--- config.mk ---
export PLATFORM = sky130hd
export DESIGN_NAME = csa916_sequencer
export DESIGN_NICKNAME = d
export VERILOG_FILES = /design/src/rtl/csa916_sequencer.sv
export SDC_FILE = /design/constraint.sdc
export NUM_CORES = 1
export LEC_CHECK = 0
export BUFFER_PORTS_ARGS = -buffer_cell sky130_fd_sc_hd__buf_2
export CELL_PAD_IN_SITES_DETAIL_PLACEMENT = 0
export CELL_PAD_IN_SITES_GLOBAL_PLACEMENT = 1
export CORE_ASPECT_RATIO = 1.4
export CORE_MARGIN = 3
export CORE_UTILIZATION = 51
export CTS_BUF_LIST = sky130_fd_sc_hd__clkbuf_8
export CTS_CLUSTER_DIAMETER = 150
export DETAILED_ROUTE_END_ITERATION = 8
export GPL_ROUTABILITY_DRIVEN = 0
export PLACE_DENSITY_LB_ADDON = 0.1
export SKIP_CTS_REPAIR_TIMING = 1
export SLEW_MARGIN = 20
export SYNTH_ARGS = -nofsm -noshare
export SYNTH_HDL_FRONTEND = slang
export SYNTH_SLANG_ARGS = --single-unit
--- constraint.sdc ---
create_clock -name clk -period 6.61 [get_ports clk]
set_input_delay 1.322 -clock clk [delete_from_list [all_inputs] [get_ports clk]]
set_output_delay 1.322 -clock clk [all_outputs]
set_load 0.01 [all_outputs]
--- src/rtl/csa916_sequencer.sv ---
// csa916_sequencer: buffers up to nine 16-bit operands from a valid/ready
// stream, fires a 9-operand carry-save adder tree once on the buffered set,
// and returns the registered 20-bit sum over a valid/ready result stream.

// 9-operand, 16-bit carry-save adder tree with a final carry-propagate add.
module carrysaveadder916 (
    input  logic [8:0][15:0] ops,
    output logic [19:0]      sout,
    output logic             cout
);
    typedef struct packed {
        logic [19:0] c;
        logic [19:0] s;
    } csa_t;

    // 3:2 compressor over 20-bit vectors. The carry vector is shifted left;
    // nothing is lost off the top because the exact total stays below 2^20.
    function automatic csa_t csa32(input logic [19:0] a, input logic [19:0] b,
                                   input logic [19:0] c);
        csa_t r;
        r.s = a ^ b ^ c;
        r.c = ((a & b) | (a & c) | (b & c)) << 1;
        return r;
    endfunction

    function automatic logic [19:0] ext(input logic [15:0] v);
        return {4'b0000, v};
    endfunction

    csa_t l1_a, l1_b, l1_c, l2_a, l2_b, l3_a, l4_a;
    logic [20:0] final_sum;

    // Wallace reduction: 9 -> 6 -> 4 -> 3 -> 2 vectors
    assign l1_a = csa32(ext(ops[0]), ext(ops[1]), ext(ops[2]));
    assign l1_b = csa32(ext(ops[3]), ext(ops[4]), ext(ops[5]));
    assign l1_c = csa32(ext(ops[6]), ext(ops[7]), ext(ops[8]));
    assign l2_a = csa32(l1_a.s, l1_a.c, l1_b.s);
    assign l2_b = csa32(l1_b.c, l1_c.s, l1_c.c);
    assign l3_a = csa32(l2_a.s, l2_a.c, l2_b.s);
    assign l4_a = csa32(l3_a.s, l3_a.c, l2_b.c);

    // Final carry-propagate adder
    assign final_sum = {1'b0, l4_a.s} + {1'b0, l4_a.c};
    assign sout      = final_sum[19:0];
    assign cout      = final_sum[20];
endmodule

module csa916_sequencer #(
    parameter int NOPS = 9
) (
    input  logic        clk,
    input  logic        rst,
    input  logic [15:0] in_data,
    input  logic        in_valid,
    input  logic        in_last,
    output logic        in_ready,
    input  logic        abort,
    output logic [19:0] res_sum,
    output logic        res_cout,
    output logic [3:0]  res_count,
    output logic        out_valid,
    input  logic        out_ready,
    output logic        busy
);
    typedef enum logic [1:0] {
        COLLECT = 2'd0,
        COMPUTE = 2'd1,
        DONE    = 2'd2
    } state_t;

    state_t                 state_q, state_d;
    logic [NOPS-1:0][15:0]  op_q, op_d;
    logic [3:0]             cnt_q, cnt_d;
    logic [19:0]            res_sum_q, res_sum_d;
    logic                   res_cout_q, res_cout_d;
    logic [3:0]             res_count_q, res_count_d;
    logic                   in_ready_q, out_valid_q, busy_q;
    logic [19:0]            sout;
    logic                   cout;

    carrysaveadder916 u_adder (
        .ops  (op_q),
        .sout (sout),
        .cout (cout)
    );

    // Next-state, operand buffer and result capture; abort overrides everything
    always_comb begin
        state_d     = state_q;
        op_d        = op_q;
        cnt_d       = cnt_q;
        res_sum_d   = res_sum_q;
        res_cout_d  = res_cout_q;
        res_count_d = res_count_q;
        if (abort) begin
            state_d = COLLECT;
            op_d    = '0;
            cnt_d   = 4'd0;
        end else begin
            case (state_q)
                COLLECT: begin
                    if (in_valid) begin
                        for (int i = 0; i < NOPS; i++) begin
                            if (cnt_q == 4'(i)) op_d[i] = in_data;
                        end
                        cnt_d = cnt_q + 4'd1;
                        if (in_last || cnt_q == 4'd8) state_d = COMPUTE;
                    end
                end
                COMPUTE: begin
                    res_sum_d   = sout;
                    res_cout_d  = cout;
                    res_count_d = cnt_q;
                    state_d     = DONE;
                end
                DONE: begin
                    if (out_ready) begin
                        op_d    = '0;
                        cnt_d   = 4'd0;
                        state_d = COLLECT;
                    end
                end
                default: state_d = COLLECT;
            endcase
        end
    end

    // State, buffer, results and registered handshake outputs
    always_ff @(posedge clk or posedge rst) begin
        if (rst) begin
            state_q     <= COLLECT;
            op_q        <= '0;
            cnt_q       <= 4'd0;
            res_sum_q   <= 20'd0;
            res_cout_q  <= 1'b0;
            res_count_q <= 4'd0;
            in_ready_q  <= 1'b1;
            out_valid_q <= 1'b0;
            busy_q      <= 1'b0;
        end else begin
            state_q     <= state_d;
            op_q        <= op_d;
            cnt_q       <= cnt_d;
            res_sum_q   <= res_sum_d;
            res_cout_q  <= res_cout_d;
            res_count_q <= res_count_d;
            in_ready_q  <= (state_d == COLLECT);
            out_valid_q <= (state_d == DONE);
            busy_q      <= (state_d != COLLECT);
        end
    end

    assign in_ready  = in_ready_q;
    assign out_valid = out_valid_q;
    assign busy      = busy_q;
    assign res_sum   = res_sum_q;
    assign res_cout  = res_cout_q;
    assign res_count = res_count_q;
endmodule

==> summary.txt <==
Synth
  – Post-synthesis register bit count: 177
  – Cell count after synthesis: 1037
  – Largest family of logic cells by synthesized area: adder cells
  – Mux contribution to synthesized area: 0.322%
  – Synthesized area: 10500 µm²
  – Yosys warns: 0
  – Mapped Nets: 1194
  – Post-synthesis compound-gate area fraction: 12.8%
  – EDFF count, synth: 0
  – Post-synth ARST share: 100%
  – Synth unique cells: 57
  – Adder-cell share of the synthesized area: 23.9%
  – Simple-Gate Fraction of Synth Area: 10.9%
  – Xor/xnor share of the synthesized area: 0.750%
  – Sequential share of the synthesized area: 42.2%
  – Mapped Avg Cell Area: 10.1 µm²
  – Synth Flop Type: dfrtp_1

GRT
  – Pin count of the biggest net entering global routing: 69
  – Grt ovf: 0
  – First-pass GRT wire length: 37.4 mm
  – Vias in the first global route: 7026
  – Gr usage total: 21.6%
  – Initial antenna violation count: 0

Setup path
  – RR Endpoint: res_sum[12]
  – Worst EP required: 6.94 ns
  – Reg2reg start: op_q[98]
  – CP endpoint kind: register
  – Crit start category: register
  – Arr. time, crit path: 4.77 ns
  – Crit path kind: register to register
  – CP max FO: 5
  – CP Capture Point: res_sum[12]
  – R2R setup slack: 2.17 ns
  – Reg2reg path depth: 13
  – Worst Setup SP: op_q[98]

Floorplan
  – Starting Density: 52.3%
  – Rows: 61
  – Die ar.: 22400 µm²
  – Core area: 20100 µm²
  – Io pins: 50
  – Die X: 127 µm
  – Chip Height: 176 µm

Routing
  – Via/cell ratio: 5.14
  – Routed WL per cell: 16.9 µm
  – DRC Markers: 0
  – ANT nets after route: 0
  – Initial drt markers: 340
  – Initial DRT Pass Iterations: 5
  – Via Count: 6846
  – Routed Wire Length: 22.5 mm

Layout
  – Area grow syn2layout: 7.49%
  – Fin nets: 1224
  – Fillers: 1810
  – Antenna diodes: 0
  – Most frequent cells in the layout: nand2_1, dfrtp_1, inv_1, o21ai_0, fa_1
  – Commonest non-fill, non-tap cell in the layout: nand2_1
  – Final core utilization: 56.3%
  – Layout cells sized above 1: 9.81%

Clocking
  – Clock-pin slew on the worst setup and hold paths: 0.09 ns
  – Clk buf depth: 2
  – TritonCTS clock tree: yes
  – CTS root buf: clkbuf_8
  – H-tree levels: 4
  – Clk_lat worst skew: 0.47 ns
  – # clock sinks: 177
  – TritonCTS buffer count: 17

STA
  – Post-layout min period: 4.44 ns
  – Worst-margin pin slew: 1.07 ns
  – Max Clk Rate: 0.225 GHz
  – Pins over their slew limit: 0
  – Fin crit share: 67.2%
  – Max_slew headroom: 28.7%
  – Hold Slack: 0.475 ns
  – Unrepaired setup endpoints after global routing: no
  – Max Clock Skew: 0.0146 ns
  – Total negative slack: 0 ns
  – Final Hold Vio Count: 0
  – Final worst slack: 2.17 ns
  – Finish-stage setup viols: 0

Place
  – Setup Slack @ Placement: 2.16 ns
  – Port Buf Inserts: 48
  – DP HPWL: 16.4 mm

Hold path
  – Worst min path class: register to register
  – Worst Hold Path Cells: 2

Run
  – Max-capacitance violation count: 0

Pwr
  – VDD IR max: 0.245 mV
  – Leakage: 5.50 nW
  – Power Dens Cells: 460 nW/µm²

Outcome
  – Status: completed
==> final cells by class <==
type                            count  area [µm²]  area share (%)
Sequential cell                   177        4430            39.2
Multi-Input combinational cell    643        5120            45.4
Tap cell                          252         315            2.79
Timing Repair Buffer               57         348            3.08
Clock inverter                     14         183            1.62
Inverter                          171         647            5.73
Clock buffer                       18         248            2.19
==> metrics by stage <==
step / area (µm²) / std cells / power [mW]
floorplan: 10500 / 1037 / 3.58
global placement: 10800 / 1298 / 4.36
detailed placement: 10800 / 1298 / 4.39
CTS: 11200 / 1330 / 5.23
global route: 11300 / 1332 / 5.69
finish: 11300 / 1332 / 5.20
==> sequential cells by signal (all words and copies together), names as in the netlist <==
name       count
op_q         144
res_sum       20
cnt_q          4
res_count      4
state_q        2
busy           1
in_ready       1
out_valid      1
==> worst max-delay path, stage by stage (launching register included) <==
cell and delay (ns):
dfrtp_1 0.41, fa_1 0.52, fa_1 0.53, inv_1 0.06
fa_1 0.53, inv_1 0.05, fa_1 0.43, ha_1 0.25
fa_1 0.46, a21o_1 0.19, a221o_2 0.40, a41oi_1 0.26
xor2_1 0.16, o21ai_0 0.08
==> cells in the mapped netlist, types with 5 or more instances <==
master,count,area (µm²)
a31oi_4,7,149
xor2_1,7,61.3
buf_6,12,135
buf_2,10,50.1
nand3_1,13,65.1
nand2_1,204,766
nor3_1,7,35.0
ha_1,25,313
o21ai_1,46,230
nand4_1,5,31.3
clkbuf_1,13,48.8
nor2_1,20,75.1
fa_1,110,2200
dfrtp_1,176,4400
buf_4,11,82.6
o21ai_0,118,591
a21oi_1,17,85.1
inv_1,171,642
==> worst min path at each step <==
stage                          start          to  slack (ns)
after floorplan             op_q[87]    op_q[87]        0.45
after global placement    res_sum[3]  res_sum[3]        0.45
after detailed placement  res_sum[1]  res_sum[1]        0.46
after CTS                 res_sum[1]  res_sum[1]        0.48
after global routing      res_sum[0]  res_sum[0]        0.51
final                     res_sum[3]  res_sum[3]        0.47
==> cells by family after synthesis <==
| logic type | count (synthesis) |
|---|---|
| AOI/OAI and AO/OA | 221 |
| xor gates and xnor gates | 9 |
| adders and majority gates | 135 |
| buffers and inverters | 217 |
| DFF | 177 |
| muxes | 3 |
| other | 1 |
| and+or+nand+nor | 274 |
==> where the power goes <==
group          leakage [nW]  internal, mW  switching [mW]
clock network         0.214         0.390           0.427
logic                  2.98          1.17            1.90
registers              2.31          1.22          0.0877
==> per-layer routing <==
metal	share of wire [%]	global-route usage, %
met1	48	31.2
met3	3.3	3.65
met2	47	34.1
met5	0	0
met4	1.7	5.81
(Power assumes the default switching activity.)
